File: config.mk
export PLATFORM = sky130hd
export DESIGN_NAME = packet_deframer
export DESIGN_NICKNAME = d
export VERILOG_FILES = /design/src/rtl/packet_deframer.sv
export SDC_FILE = /design/constraint.sdc
export NUM_CORES = 1
export LEC_CHECK = 0
export ABC_AREA = 1
export CORE_MARGIN = 2
export CORE_UTILIZATION = 50
export CTS_BUF_LIST = sky130_fd_sc_hd__clkbuf_8
export DETAILED_ROUTE_END_ITERATION = 16
export MAX_ROUTING_LAYER = met4
export PLACE_DENSITY = 0.7
export SYNTH_ARGS = -nofsm -noshare
export SYNTH_HDL_FRONTEND = slang
export SYNTH_SLANG_ARGS = --single-unit
File: constraint.sdc
create_clock -name clk -period 4.75 [get_ports clk]
set_clock_uncertainty 0.2 [all_clocks]
set_input_delay 0.7125 -clock clk [delete_from_list [all_inputs] [get_ports clk]]
set_output_delay 0.7125 -clock clk [all_outputs]
set_load 0.005 [all_outputs]
File: src/rtl/packet_deframer.sv
// Byte-stuffed link deframer: 0x7E flags, 0x7D escapes, fixed-length frames
// decoded into {x_dest, y_dest, payload} and queued in a small FWFT FIFO.
module packet_deframer #(
    parameter int PAYLOAD_SIZE = 4,
    parameter int COORD_W      = 4,
    parameter int FIFO_DEPTH   = 2
) (
    input  logic                      clk,
    input  logic                      rst,
    input  logic                      in_valid,
    input  logic [7:0]                in_byte,
    output logic                      pkt_valid,
    input  logic                      pkt_ready,
    output logic [COORD_W-1:0]        pkt_x_dest,
    output logic [COORD_W-1:0]        pkt_y_dest,
    output logic [PAYLOAD_SIZE*8-1:0] pkt_payload,
    output logic                      err_valid,
    output logic [2:0]                err_code,
    output logic [15:0]               drop_cnt
);

    localparam int PW = PAYLOAD_SIZE * 8;
    localparam int CW = $clog2(PAYLOAD_SIZE + 2);
    localparam int AW = $clog2(FIFO_DEPTH);

    localparam logic [1:0] HUNT = 2'd0;
    localparam logic [1:0] RECV = 2'd1;
    localparam logic [1:0] ESC  = 2'd2;

    localparam logic [7:0] FLAG_B = 8'h7E;
    localparam logic [7:0] ESC_B  = 8'h7D;

    localparam logic [2:0] ERR_NONE     = 3'd0;
    localparam logic [2:0] ERR_SHORT    = 3'd1;
    localparam logic [2:0] ERR_LONG     = 3'd2;
    localparam logic [2:0] ERR_ABORT    = 3'd3;
    localparam logic [2:0] ERR_OVERFLOW = 3'd4;

    localparam logic [CW-1:0] LAST_CNT = CW'(PAYLOAD_SIZE + 1);

    logic [1:0]    state_q, state_d;
    logic [CW-1:0] cnt_q, cnt_d;
    logic [7:0]    dest_q;
    logic [PW-1:0] pay_q;
    logic          is_data, store;
    logic [7:0]    data_byte;
    logic          commit, push, pop, full;
    logic [2:0]    ev_code;
    logic [AW:0]   wr_ptr, rd_ptr;

    logic [COORD_W-1:0] mem_x [FIFO_DEPTH];
    logic [COORD_W-1:0] mem_y [FIFO_DEPTH];
    logic [PW-1:0]      mem_p [FIFO_DEPTH];

    assign pkt_valid = (wr_ptr != rd_ptr);
    assign full      = (wr_ptr[AW] != rd_ptr[AW]) && (wr_ptr[AW-1:0] == rd_ptr[AW-1:0]);
    assign pop       = pkt_valid && pkt_ready;

    always_comb begin
        state_d   = state_q;
        cnt_d     = cnt_q;
        is_data   = 1'b0;
        data_byte = in_byte;
        commit    = 1'b0;
        ev_code   = ERR_NONE;
        if (in_valid) begin
            case (state_q)
                HUNT: begin
                    if (in_byte == FLAG_B) begin
                        state_d = RECV;
                        cnt_d   = '0;
                    end
                end
                RECV: begin
                    if (in_byte == FLAG_B) begin
                        cnt_d = '0;
                        if (cnt_q == LAST_CNT)
                            commit = 1'b1;
                        else if (cnt_q != '0)
                            ev_code = ERR_SHORT;
                    end else if (in_byte == ESC_B) begin
                        state_d = ESC;
                    end else begin
                        is_data = 1'b1;
                    end
                end
                ESC: begin
                    state_d = RECV;
                    if (in_byte == FLAG_B) begin
                        ev_code = ERR_ABORT;
                        cnt_d   = '0;
                    end else begin
                        is_data   = 1'b1;
                        data_byte = in_byte ^ 8'h20;
                    end
                end
                default: state_d = HUNT;
            endcase
            // Escaped bytes count as data, so they can also overrun the frame.
            if (is_data && cnt_q == LAST_CNT) begin
                ev_code = ERR_LONG;
                state_d = HUNT;
                cnt_d   = '0;
            end else if (is_data) begin
                cnt_d = cnt_q + 1'b1;
            end
        end
        // A full FIFO still accepts the commit when the head leaves this cycle.
        push = commit && (!full || pop);
        if (commit && full && !pop)
            ev_code = ERR_OVERFLOW;
    end

    assign store = is_data && (cnt_q != LAST_CNT);

    always_ff @(posedge clk or negedge rst) begin
        if (!rst) begin
            state_q   <= HUNT;
            cnt_q     <= '0;
            dest_q    <= '0;
            pay_q     <= '0;
            wr_ptr    <= '0;
            rd_ptr    <= '0;
            err_valid <= 1'b0;
            err_code  <= ERR_NONE;
            drop_cnt  <= '0;
        end else begin
            state_q   <= state_d;
            cnt_q     <= cnt_d;
            if (store) begin
                if (cnt_q == '0)
                    dest_q <= data_byte;
                else
                    pay_q <= (pay_q << 8) | PW'(data_byte);
            end
            if (push)
                wr_ptr <= wr_ptr + 1'b1;
            if (pop)
                rd_ptr <= rd_ptr + 1'b1;
            err_valid <= (ev_code != ERR_NONE);
            err_code  <= ev_code;
            if (ev_code != ERR_NONE && drop_cnt != 16'hFFFF)
                drop_cnt <= drop_cnt + 16'd1;
        end
    end

    always_ff @(posedge clk) begin
        if (push) begin
            mem_x[wr_ptr[AW-1:0]] <= COORD_W'(dest_q[7:4]);
            mem_y[wr_ptr[AW-1:0]] <= COORD_W'(dest_q[3:0]);
            mem_p[wr_ptr[AW-1:0]] <= pay_q;
        end
    end

    // Head fields read as zero whenever the FIFO is empty, including in reset.
    assign pkt_x_dest  = pkt_valid ? mem_x[rd_ptr[AW-1:0]] : '0;
    assign pkt_y_dest  = pkt_valid ? mem_y[rd_ptr[AW-1:0]] : '0;
    assign pkt_payload = pkt_valid ? mem_p[rd_ptr[AW-1:0]] : '0;

endmodule
==> out/summary.txt <==
Status: completed
Row count: 41
Cell variety after synth: 31
Crit path time final: 3.935 ns
Cts hold-fix bufs: 0
First-pass DRT Iterations: 5
Mapped Area: 0.006355 mm2
Mapped Cells: 611
Dpl ws: 1.237 ns
Vias/cell: 5.020
Yosys warns: 0
Vias in the first global route: 4427
Global-route wire length before repair: 21450 um
Setup TNS: 0 ns
Fmax achieved: 0.2541 GHz
Register area: 0.004129 mm2
DRC: 0
Pwr/cell area: 515.5 mW/mm2
Area Overhead vs Synth: 19.77%
Detail Route Antenna Nets: 0
ANT cells: 0
CP cell instances: inv_1 > buf_4 > nand2_1 > a21oi_1 > clkdlybuf4s50_1
All-Layer GR Usage: 21.72%
Final setup vio count: 0
Post-DP HPWL: 8502 um
Top delay family on crit path: buffers and inverters
Vias: 4367
Slowest-stage cell, CP: inv_1
Peak supply drop: 0.3126 mV
Leakage power: 3.295 nW
Worst EP required: 3.84 ns
Post-synth top area cell: edfxtp_1
Sequential-to-total area share from yosys stat: 64.97%
Number of synthesized flops with an enable pin: 80
Critical Path AT: 3.02 ns
Fin. Hold Viols: 0
Number of synthesized register bits: 149
Clock Latency Late Sink: 0.45 ns
Largest net degree at the start of global routing: 44
CTS Sinks: 149
Clk pin slew, worst setup/hold paths: 0.08 ns
First DRT Iteration DRCs: 250
Final wirelength: 13060 um
Syn_area_per_cell: 10.40 um2
Max_cap viols: 0
Number of nets in the layout: 706
Tcrit/Tclk final: 82.85%
Die height: 116.7 um
Final Max Slew Viols: 0
Endpoint class of the critical path: output port
Top-area cell type share of the netlist area: 37.80%
Die ar.: 0.01363 mm2
Clock root cell: clkbuf_8
Top FF cell, synth: edfxtp_1
Syn Nets: 632
Async SR Flop Fraction: 46.31%
Max incr delay on CP: 0.71 ns
# Post-CTS Setup Buffers: 0
Worst rel slew slack: 33.29%
Most frequent cell after synthesis: nand2_1
TritonCTS clock tree: built
Share of cells above drive strength 1: 10.17%
Routability Congestion: 0.7945
Die width: 116.7 um
Top cells by count, synth: nand2_1 (221), edfxtp_1 (80), dfrtp_1 (69)
RSZ-0062 raised after global routing: no
Worst setup margin: 0.8146 ns
CTS buffer count: 17
Core area: 0.01252 mm2
Bufs on Longest Clock Path: 2
Fillers: 1076
PostCTS Resize Cnt: 0
Worst min-delay path class: in -> async
Crit path max fanout: 23
Critical path buffers and inverters: 3
Starting Density: 50.77%
Synth area leaders: edfxtp_1 (38%), dfrtp_1 (27%), nand2_1 (13%)
Slew at the pin closest to its max-slew limit: 1.001 ns
H-tree lvl count: 4
Number of antenna violations at the first check in global routing: 0
WL/cell: 15.02 um
Footprint of the multi-input gates: 0.001954 mm2
Crit path launch type: flip-flop
Port bufs: 72
WS Path Type: reg -> out
Grt total ovfl: 0
Number of I/O pins: 73
per-layer routing:
layer	vias to the layer above	GRT usage [%]	routed length, um
li1	2144	-	-
met2	110	35.30	6474
met1	2091	25.97	5706
met5	-	-	0
met3	22	6.902	653
met4	0	6.980	229
layout make-up:
cell class / count / share of cell area [%]
Clock buffer: 18 / 3.255
Clock inverter: 14 / 1.825
Inverter: 42 / 2.071
Multi-Input combinational cell: 396 / 25.68
Sequential cell: 149 / 54.25
Tap cell: 172 / 2.828
Timing Repair Buffer: 79 / 10.09
registers in the layout, indices dropped and copies added, names as in the netlist, 3 cells and up:
signal	flops
dest_q	8
mem_y	8
drop_cnt	16
cnt_q	3
err_code	3
mem_x	8
pay_q	32
mem_p	64
logic make-up (layout without fill, tap and decap cells):
family                   after synthesis  count (layout)  synth area share (%)
XOR/XNOR                              18              18                 2.481
AND/OR/NAND/NOR                      298             298                 20.54
flip-flops                           149             149                 64.97
buffers and inverters                 66             153                 4.509
adder cells (fa/ha/maj)                9               9                 1.772
AO/OA/AOI/OAI                         71              71                 5.730
report_power, final:
part / switching [mW] / leakage [nW] / total (mW) / internal (mW)
registers: 0.192 / 1.65 / 1.80 / 1.61
logic: 0.614 / 1.45 / 1.17 / 0.557
clock network: 0.508 / 0.196 / 0.950 / 0.442
through the flow:
| step | hold WS (ns) | power [mW] | area (um2) | utilization, % | cells |
|---|---|---|---|---|---|
| global route | 0.2861 | 4.176 | 7611 | 60.81 | 870 |
| detailed placement | 0.2573 | 3.003 | 7224 | 57.72 | 838 |
| finish | 0.2246 | 3.924 | 7611 | 60.81 | 870 |
| global placement | 0.2509 | 2.962 | 7224 | 57.72 | 838 |
| CTS | 0.2370 | 3.959 | 7611 | 60.81 | 870 |
| floorplan | 0.2169 | 2.407 | 6355 | - | 611 |
cell usage in the layout, fill, tap and decap left out, drive strengths merged:
master | Yosys | routed
a21boi | 2 | 2
a21oi | 45 | 45
and3 | 1 | 1
buf | 11 | 8
bufinv | 0 | 1
clkbuf | 13 | 18
clkdlybuf4s50 | 0 | 71
clkinv | 0 | 5
clkinvlp | 0 | 1
dfrtp | 69 | 69
edfxtp | 80 | 80
ha | 9 | 9
inv | 42 | 49
nand2 | 236 | 236
nand3 | 28 | 28
nand4 | 5 | 5
nor2 | 20 | 20
nor3 | 4 | 4
nor3b | 2 | 2
nor4 | 2 | 2
o21ai | 24 | 24
xnor2 | 5 | 5
xor2 | 13 | 13
path summary, 6_finish.rpt:
kind | startpoint | endpoint | slack, ns | cells after the start
max | rd_ptr[0] | pkt_payload[14] | 0.81 | 5
min | rst | drop_cnt[13] | 0.22 | 1
max reg2reg | rd_ptr[0] | mem_p[1][6] | 1.78 | 6
min reg2reg | pay_q[29] | mem_p[0][29] | 0.28 | 0
max in group asynchronous | rst | pay_q[6] | 3.17 | 2
min in group clk | pay_q[29] | mem_p[0][29] | 0.28 | 0
No activity file was read; power rests on OpenSTA's default activity.
